--- src/rtl/core_pkg.sv ---
// Shared core definitions: canonical NOP, fetch FSM state encoding and the
// major-opcode type used by the decoder.
package core_pkg;

  // addi x0, x0, 0
  localparam logic [31:0] NOP_INST = 32'h0000_0013;

  typedef enum logic [1:0] {
    S_IDLE = 2'd0,
    S_REQ  = 2'd1,
    S_WAIT = 2'd2
  } ifu_state_e;

  typedef enum logic [6:0] {
    OPC_LOAD   = 7'h03,
    OPC_OP_IMM = 7'h13,
    OPC_AUIPC  = 7'h17,
    OPC_STORE  = 7'h23,
    OPC_OP     = 7'h33,
    OPC_LUI    = 7'h37,
    OPC_BRANCH = 7'h63,
    OPC_JALR   = 7'h67,
    OPC_JAL    = 7'h6F,
    OPC_SYSTEM = 7'h73
  } opcode_e;

  // A 32-bit encoding always has both low bits set.
  function automatic logic is_rv32_word(input logic [31:0] w);
    return (w[1:0] == 2'b11);
  endfunction

endpackage

--- src/rtl/sync_fifo.sv ---
// Synchronous FIFO with flush. Push while full is accepted only when a pop
// happens in the same cycle. No read bypass: data_o is the registered head.
module sync_fifo #(
  parameter int WIDTH = 64,
  parameter int DEPTH = 4,
  localparam int AW = (DEPTH > 1) ? $clog2(DEPTH) : 1,
  localparam int CW = $clog2(DEPTH + 1)
) (
  input  logic             clk,
  input  logic             reset,
  input  logic             flush_i,
  input  logic             push_i,
  input  logic [WIDTH-1:0] data_i,
  input  logic             pop_i,
  output logic [WIDTH-1:0] data_o,
  output logic             empty_o,
  output logic             full_o,
  output logic [CW-1:0]    count_o
);

  localparam logic [CW-1:0] DEPTH_C = CW'(DEPTH);

  logic [WIDTH-1:0] mem_q [DEPTH];
  logic [AW-1:0]    wr_ptr_q, wr_ptr_d;
  logic [AW-1:0]    rd_ptr_q, rd_ptr_d;
  logic [CW-1:0]    count_q, count_d;
  logic             do_push, do_pop;

  assign empty_o = (count_q == '0);
  assign full_o  = (count_q == DEPTH_C);
  assign count_o = count_q;
  assign data_o  = mem_q[rd_ptr_q];

  assign do_pop  = pop_i & ~empty_o;
  assign do_push = push_i & (~full_o | do_pop);

  // Pointer and occupancy update; flush wins over push/pop.
  always_comb begin
    wr_ptr_d = wr_ptr_q;
    rd_ptr_d = rd_ptr_q;
    count_d  = count_q;
    if (flush_i) begin
      wr_ptr_d = '0;
      rd_ptr_d = '0;
      count_d  = '0;
    end else begin
      if (do_push) wr_ptr_d = wr_ptr_q + AW'(1);
      if (do_pop)  rd_ptr_d = rd_ptr_q + AW'(1);
      count_d = count_q + {{(CW-1){1'b0}}, do_push} - {{(CW-1){1'b0}}, do_pop};
    end
  end

  // Control registers.
  always_ff @(posedge clk) begin
    if (reset) begin
      wr_ptr_q <= '0;
      rd_ptr_q <= '0;
      count_q  <= '0;
    end else begin
      wr_ptr_q <= wr_ptr_d;
      rd_ptr_q <= rd_ptr_d;
      count_q  <= count_d;
    end
  end

  // Entry storage; contents are don't-care until written.
  always_ff @(posedge clk) begin
    if (do_push && !flush_i) mem_q[wr_ptr_q] <= data_i;
  end

endmodule

--- src/rtl/ifu_prefetch.sv ---
// Instruction prefetch unit: one-outstanding word fetcher feeding a small
// {pc, inst} FIFO that the decoder drains via valid/ready.
// Optional build macro: IFU_ILLEGAL_CHECK_EN adds inst_illegal_o and replaces
// non-32-bit encodings at the head with NOP.
//
// state  | meaning
// IDLE   | FIFO has no slot for another fetch
// REQ    | request asserted, waiting for grant
// WAIT   | granted, waiting for rvalid (kill drops that response)
module ifu_prefetch
  import core_pkg::*;
#(
  parameter int          DEPTH    = 4,
  parameter logic [31:0] RESET_PC = 32'h0000_0000
) (
  input  logic        clk,
  input  logic        reset,
  output logic        imem_req_o,
  output logic [31:0] imem_addr_o,
  input  logic        imem_gnt_i,
  input  logic        imem_rvalid_i,
  input  logic [31:0] imem_rdata_i,
  input  logic        redirect_i,
  input  logic [31:0] redirect_pc_i,
  output logic        inst_valid_o,
  input  logic        inst_ready_i,
  output logic [31:0] inst_o,
  output logic [31:0] inst_pc_o
`ifdef IFU_ILLEGAL_CHECK_EN
  ,
  output logic        inst_illegal_o
`endif
);

  localparam int          CW      = $clog2(DEPTH + 1);
  localparam logic [CW-1:0] DEPTH_C = CW'(DEPTH);

  ifu_state_e  state_q, state_d;
  logic [29:0] fetch_pc_q, fetch_pc_d;
  logic        kill_q, kill_d;

  logic        push, pop;
  logic [63:0] head;
  logic        fifo_empty, fifo_full;
  logic [CW-1:0] fifo_count, count_next;
  logic        slot_free_now, slot_free_next;
  logic        unused_pc_bits;

  // Byte-offset bits of the redirect target are ignored.
  assign unused_pc_bits = ^redirect_pc_i[1:0];

  // A redirect discards anything that would enter or leave the FIFO this cycle.
  assign push = (state_q == S_WAIT) & imem_rvalid_i & ~kill_q & ~redirect_i;
  assign pop  = inst_valid_o & inst_ready_i & ~redirect_i;

  assign count_next     = fifo_count + {{(CW-1){1'b0}}, push} - {{(CW-1){1'b0}}, pop};
  assign slot_free_now  = (fifo_count < DEPTH_C);
  assign slot_free_next = (count_next < DEPTH_C);

  sync_fifo #(
    .WIDTH (64),
    .DEPTH (DEPTH)
  ) u_fifo (
    .clk     (clk),
    .reset   (reset),
    .flush_i (redirect_i),
    .push_i  (push),
    .data_i  ({fetch_pc_q - 30'd1, 2'b00, imem_rdata_i}),
    .pop_i   (pop),
    .data_o  (head),
    .empty_o (fifo_empty),
    .full_o  (fifo_full),
    .count_o (fifo_count)
  );

  // FSM state register.
  always_ff @(posedge clk) begin
    if (reset) state_q <= S_IDLE;
    else       state_q <= state_d;
  end

  // FSM next-state: a fetch is only started when its slot is already reserved.
  always_comb begin
    state_d = state_q;
    unique case (state_q)
      S_IDLE: if (redirect_i || slot_free_now) state_d = S_REQ;
      S_REQ:  if (imem_gnt_i) state_d = S_WAIT;
      S_WAIT: if (imem_rvalid_i) state_d = (redirect_i || slot_free_next) ? S_REQ : S_IDLE;
      default: state_d = S_IDLE;
    endcase
  end

  // FSM outputs: the address is held stable by fetch_pc until granted or redirected.
  always_comb begin
    imem_req_o  = (state_q == S_REQ);
    imem_addr_o = {fetch_pc_q, 2'b00};
  end

  // Fetch PC and kill flag: kill marks the single in-flight response as stale.
  always_comb begin
    fetch_pc_d = fetch_pc_q;
    kill_d     = kill_q;
    if (redirect_i) fetch_pc_d = redirect_pc_i[31:2];
    else if (state_q == S_REQ && imem_gnt_i) fetch_pc_d = fetch_pc_q + 30'd1;
    if (state_q == S_WAIT && imem_rvalid_i) kill_d = 1'b0;
    else if (redirect_i && ((state_q == S_REQ && imem_gnt_i) || state_q == S_WAIT)) kill_d = 1'b1;
  end

  // Fetch PC and kill registers.
  always_ff @(posedge clk) begin
    if (reset) begin
      fetch_pc_q <= RESET_PC[31:2];
      kill_q     <= 1'b0;
    end else begin
      fetch_pc_q <= fetch_pc_d;
      kill_q     <= kill_d;
    end
  end

  assign inst_valid_o = ~fifo_empty;

  // Head presentation: NOP and PC 0 while empty, registered entry otherwise.
  always_comb begin
    inst_o    = NOP_INST;
    inst_pc_o = '0;
    if (!fifo_empty) begin
      inst_o    = head[31:0];
      inst_pc_o = head[63:32];
`ifdef IFU_ILLEGAL_CHECK_EN
      if (!is_rv32_word(head[31:0])) inst_o = NOP_INST;
`endif
    end
  end

`ifdef IFU_ILLEGAL_CHECK_EN
  assign inst_illegal_o = ~fifo_empty & ~is_rv32_word(head[31:0]);
`endif

endmodule
--- config.mk ---
export PLATFORM = sky130hd
export DESIGN_NAME = ifu_prefetch
export DESIGN_NICKNAME = d
export VERILOG_FILES = /design/src/rtl/core_pkg.sv /design/src/rtl/sync_fifo.sv /design/src/rtl/ifu_prefetch.sv
export SDC_FILE = /design/constraint.sdc
export NUM_CORES = 1
export LEC_CHECK = 0
export ABC_CLOCK_PERIOD_IN_PS = 3400
export BUFFER_PORTS_ARGS = -buffer_cell sky130_fd_sc_hd__buf_4
export CAP_MARGIN = 15
export CORE_MARGIN = 4
export CORE_UTILIZATION = 58
export CTS_CLUSTER_SIZE = 20
export DETAILED_ROUTE_END_ITERATION = 16
export PLACE_DENSITY_LB_ADDON = 0.05
export SYNTH_ARGS = -nofsm -noshare
export SYNTH_HDL_FRONTEND = slang
export SYNTH_SLANG_ARGS = --single-unit
--- constraint.sdc ---
create_clock -name clk -period 3.4 [get_ports clk]
set_clock_uncertainty 0.05 [all_clocks]
set_input_delay 0.51 -clock clk [delete_from_list [all_inputs] [get_ports clk]]
set_output_delay 0.51 -clock clk [all_outputs]
set_load 0.005 [all_outputs]
## Yosys cells after proc, flatten, opt, wreduce, memory -nomap -nowiden

Memories as Yosys holds them, arrays and structs flattened. A register that Yosys moved wholly into a read port is not among the register bits.
Cells that the tools add are included.

| operators by class | value |
|---|---|
| $lt $le $gt $ge | 2 |
| bitwise gates (word level) | 12 |
| reductions and logical operators | 14 |
| mux-type cells | 13 |
| add/subtract/negate cells | 8 |
| equal/unequal tests | 6 |

Operator list:

| operator | number |
|---|---|
| 32-bit 2-to-1 mux | 2 |
| 30-bit 2-to-1 mux | 2 |
| 30-bit by 1-bit adder with 30-bit output, second input constant | 1 |
| 30-bit by 1-bit subtractor with 30-bit output, second input constant | 1 |
| 2-bit 2-to-1 mux | 5 |
| 1-bit AND | 7 |
| 3-bit by 1-bit adder with 3-bit output | 2 |
| 3-bit less-than comparator, second input constant | 2 |
| 2-bit one-hot mux with 3 select lines | 1 |
| 3-bit by 1-bit subtractor with 3-bit output | 2 |
| 2-bit by 1-bit adder with 2-bit output, second input constant | 2 |
| 1-bit logical AND | 4 |
| 2-bit inequality test, second input constant | 2 |
| 1-bit NOT | 4 |
| 2-bit OR reduction | 2 |
| 3-bit == test, second input constant | 1 |
| 3-bit zero test | 1 |
| 1-bit logical OR | 3 |
| 1-bit 2-to-1 mux | 3 |
| 3-bit AND reduction | 1 |
| 2-bit by 1-bit == test with 1-bit output, second input constant | 1 |
| 2-bit == test, second input constant | 1 |
| 2-bit zero test | 1 |
| 2-bit by 1-bit inequality test with 1-bit output, second input constant | 1 |
| other kinds (3) | 3 |

| word-level totals | value |
|---|---|
| word-level logic and storage cells | 62 |
| register bits | 40 |
| bits in writable memories | 248 |
| memories | 1 |
| output and inout bits | 98 |

Memory list:

| memory | depth | bits a word | rd ports | clocked after memory_dff | wr ports | RTL line | source |
|---|---|---|---|---|---|---|---|
| u_fifo.mem_q | 4 | 62 | 1 | 1 | 1 | sync_fifo.sv:23 | `logic [WIDTH-1:0] mem_q [DEPTH];` |

## Depth between registers and ports, before layout

| depth | value |
|---|---|
| depth in word-level cells | 11 |
| depth in mapped cells | 10 |
| gate-level depth less buffers | 10 |

## By module

From an unflattened synthesis, not the netlist that was laid out.

| second synthesis, totals | value |
|---|---|
| cells, all modules | 789 |
| area total of the unflattened synthesis | 12693.4 µm² |

Modules (own cells, without submodules):

| module | instances | cells each | sequential area each (µm²) | area each (µm²) |
|---|---|---|---|---|
| sync_fifo | 1 | 383 | 7867.5 | 9720.6 |
| ifu_prefetch | 1 | 406 | 660.6 | 2972.9 |

## Least setup slack after synthesis

No wires, ideal clock.

| timing | value |
|---|---|
| path type | input port to flip-flop |
| start point | in imem_rvalid_i |
| end point | mem u_fifo.mem_q[1][0] (netlist bit), enable pin |
| slack | 0.348 ns |
| data required time | 2.924 ns |
| library setup time | 0.426 ns |
| stages | 4 |
| buffers on the path | 1 |
| arrival time | 2.576 ns |
| cell sequence | and3b_1 and3_1 clkbuf_1 and2_1 |

| between the ends | value |
|---|---|
| longest elaborated chain between the ends | 7 |

Ends and longest elaborated chain:

| element | RTL line | source |
|---|---|---|
| start, declared | ifu_prefetch.sv:21 | `input logic imem_rvalid_i,` |
| 1-bit AND (3 in series) | ifu_prefetch.sv:53 | `assign push = (state_q == S_WAIT) & imem_rvalid_i & ~kill_q & ~redirect_i;` |
| 1-bit AND | sync_fifo.sv:35 | `assign do_push = push_i & (~full_o \| do_pop);` |
| 1-bit logical AND | sync_fifo.sv:68 | `if (do_push && !flush_i) mem_q[wr_ptr_q] <= data_i;` |
| 1-bit 2-to-1 mux | sync_fifo.sv:68 |  |
| 1-bit 2-to-1 mux (implied by the code) | sync_fifo.sv:68 |  |
| end, declared | sync_fifo.sv:23 |  |

No other way between the ends.

==> Implementation_results.wiki <==
{| class="wikitable"
! Metric !! Value
|-
| Number of placed cells counting well taps || 1,206
|-
| Number of setup violations in the final report || 0
|-
| Worst rel slew slack || 61.4%
|-
| Internal power || 0.00605 W
|-
| Number of warnings issued by yosys || 0
|-
| Register bit total from synthesis || 290
|-
| Run status || complete, no violations
|-
| Sw Ratio || 20.0%
|-
| Initial antenna violation count || 0
|-
| Final Cycle Share || 87.3%
|-
| Power per cell area || 505 nW/um^2
|-
| Skew-Pair Late Insertion Delay || 0.52 ns
|-
| Comb pwr share || 4.8%
|-
| DIE HEIGHT || 156 microns
|-
| Overall track demand over capacity in global routing || 22.3%
|-
| Worst-case hold slack || 0.134 ns
|-
| Setup repair after global routing missed its margin || false
|-
| Largest cells by area after synthesis || sky130_fd_sc_hd__edfxtp_1 (59%), sky130_fd_sc_hd__mux4_2 (11%), sky130_fd_sc_hd__dfxtp_1 (6.6%)
|-
| Worst setup EP type || output pin
|-
| Via count || 7,545
|-
| Deepest clock path buffer count || 3
|-
| Maximum VDD drop || 324 uV
|-
| Most numerous cell in the Yosys netlist || sky130_fd_sc_hd__edfxtp_1
|-
| Cells resized by post-CTS repair || 0
|-
| Largest net degree at the start of global routing || 62
|-
| Library cells used by synthesis || 61
|-
| Routability congestion estimate || 0.837
|-
| Die footprint || 24,200 sq um
|-
| Final number of max-transition violations || 0
|-
| Area fraction of the dominant cell type after synthesis || 58.8%
|-
| CP Class || reg -> out
|-
| Net switching power || 0.00152 W
|-
| Fraction of layout cells with a size suffix above 1 || 30.9%
|-
| Effective utilization at floorplan || 59.6%
|-
| Leakage || 5.29 nW
|-
| Category of the worst setup path launch point || register
|-
| Overflow left after global routing || 0
|-
| Avg Vias per Cell || 6.00
|-
| Clk network pwr share || 42.4%
|-
| TritonCTS clock tree || done
|-
| Min-Delay Path Class || in -> reg
|-
| Largest driver fanout on the critical path || 21
|-
| Post-Synthesis Cell Area || 12,700 sq um
|-
| X dimension of the die || 156 microns
|-
| Ys flop type || sky130_fd_sc_hd__edfxtp_1
|-
| Gate count of the mapped netlist || 814
|-
| Total DRC errors in the routed layout || 0
|-
| Placement row count || 53
|-
| Relative contribution of sequential cells to total power || 52.8%
|-
| Number of enable flip-flop cells after synthesis || 248
|-
| Number of buffers inserted by hold repair at cts || 0
|-
| Routed wirelength normalized by instance count || 21.3 microns
|-
| Clock slew at reported path FFs || 0.06 ns
|-
| Count of pins on the block boundary || 168
|-
| Largest area contributor in the synthesized netlist || sky130_fd_sc_hd__edfxtp_1
|-
| Crit path arrival time || 2.41 ns
|-
| Number of nets in the layout || 1,043
|-
| DP HPWL || 17,300 microns
|-
| DR pass1 iterations || 7
|-
| Worst endpoint required time || 2.84 ns
|-
| Area overhead of the layout relative to synthesis || 18.4%
|-
| H-tree depth || 1
|-
| Port-buffer cells || 161
|-
| CP dominant cell by count || sky130_fd_sc_hd__buf_4
|-
| Crit-path max cell delay || 0.63 ns
|-
| Maximum Capacitance Violations || 0
|-
| Highest achievable clock rate || 0.337 GHz
|-
| ANT nets after route || 0
|-
| Detailed Route Iter0 Violations || 574
|-
| Sequence of cells on the critical path || buf_4 > mux4_2 > and2_1 > buf_4
|-
| Slowest library cell on the worst path || sky130_fd_sc_hd__dfxtp_4
|-
| Wire length of the first global-routing pass || 42,900 microns
|-
| Async S/R FF share, synth || 0%
|-
| Shortest period the worst path allows || 2.97 ns
|-
| Top cell types by occurrence after synthesis || sky130_fd_sc_hd__edfxtp_1 (248), sky130_fd_sc_hd__and2_1 (65), sky130_fd_sc_hd__mux4_2 (62), sky130_fd_sc_hd__nor2_1 (43), sky130_fd_sc_hd__dfxtp_1 (42)
|-
| Post-CTS setup buffer count || 0
|-
| Fraction of the yosys area taken by sequential cells || 65.5%
|-
| Average cell area after synthesis || 15.5 sq um
|-
| Total negative setup slack || 0 ns
|-
| Total inserted antenna cells || 0
|-
| Number of sinks handled by clock tree synthesis || 290
|-
| Master cell of the clock root buffer || sky130_fd_sc_hd__clkbuf_16
|-
| Via count of the first global-routing pass || 7,872
|-
| Worst slew pin tran || 0.574 ns
|-
| Std-Cell Core Area || 21,200 sq um
|-
| Number of cells in the finished layout apart from fillers || 1,257
|-
| Number of clock buffers inserted by TritonCTS || 29
|-
| Number of hold violations in the final report || 0
|-
| Total Wirelength || 26,800 microns
|}
## critical path, delay by kind of cell, from the launching register on
| kind | cells | cell delay [ns] |
|---|---|---|
| flops | 1 | 0.63 |
| mux | 1 | 0.55 |
| simple gates | 1 | 0.18 |
| buf+inv | 2 | 0.51 |
## layout make-up
class	instances	area, sq um
Inverter	22	82.6
Sequential cell	290	8300
Tap cell	275	344
Clock inverter	12	155
Clock buffer	39	813
Timing Repair Buffer	179	1410
Fill cell	1411	6240
Multi-Input combinational cell	440	3890
## cell usage in the layout, fill, tap and decap left out, drive strengths merged, types with 3 or more instances in the layout
cell type  count
dfxtp         42
buf          179
o21ai         11
a2111oi        6
nor3b          5
a311oi         7
nor2b          3
ha            10
a21oi          8
or4            7
edfxtp       248
xnor2         10
clkbuf        39
nor2          43
nand4         15
xor2          30
bufinv         4
clkinv        10
conb           4
a211oi        12
nor3          22
nand3b         3
or2            6
and4           8
nand2         27
and3           6
mux4          62
and2          65
inv           20
or3           12
nand3         14
o31ai          5
nor4          14
## worst paths after layout
| path | startpoint | to | slack (ns) | cells after the start |
|---|---|---|---|---|
| setup / recovery | register | inst_pc_o[17] | 0.43 | 4 |
| hold reg to reg | u_fifo.rd_ptr_q[1] | register | 0.47 | 2 |
| setup reg to reg | fetch_pc_q[11] | u_fifo.mem_q[0][56] | 0.69 | 4 |
| hold / removal | imem_rdata_i[0] | u_fifo.mem_q[2][0] | 0.13 | 1 |
## kinds of logic (layout without fill, tap and decap cells)
kind of cell,after synthesis,in the layout,synth area share (%)
buffers and inverters,87,252,3.95
AND/OR/NAND/NOR,261,261,12.0
XOR/XNOR,40,40,2.77
flip-flops,290,290,65.5
multiplexers,64,64,11.2
adder cells (fa/ha/maj),11,11,1.15
AO/OA/AOI/OAI,60,60,3.39
other,1,4,0.0296
## stage by stage
step | util, % | total power [W] | setup WS, ns | area, sq um
after floorplan | - | 0.00426 | 0.348 | 12700
after global placement | 66.0 | 0.00441 | 0.834 | 14000
after detailed placement | 66.0 | 0.00443 | 0.720 | 14000
after CTS | 70.6 | 0.00762 | 0.335 | 15000
after global routing | 70.6 | 0.00782 | 0.258 | 15000
final | 70.6 | 0.00756 | 0.431 | 15000
## power groups by stage
stage	registers [W]	logic [W]	clock network (W)
finish	0.00400	0.000363	0.00320
CTS	0.00399	0.000365	0.00326
global route	0.00400	0.000401	0.00342
floorplan	0.00402	0.000237	0
global placement	0.00406	0.000343	0
detailed placement	0.00407	0.000363	0
## layer usage
layer  vias to the layer above  global-route usage [%]  share of wire (%)
met5                         -                       0                  0
met4                         0                    5.17                1.7
met3                        36                    3.50                6.8
met2                       307                    37.4                 50
met1                      3781                    31.4                 41
li1                       3421                       -                  -
## sequential cells by signal, summed over array words and instances, names as in the netlist, named ones only
register / count
u_fifo.mem_q: 248
fetch_pc_q: 30
u_fifo.count_o: 3
state_q: 2
u_fifo.rd_ptr_q: 2
u_fifo.wr_ptr_q: 2
kill_q: 1
No activity file was read; power rests on OpenSTA's default activity.
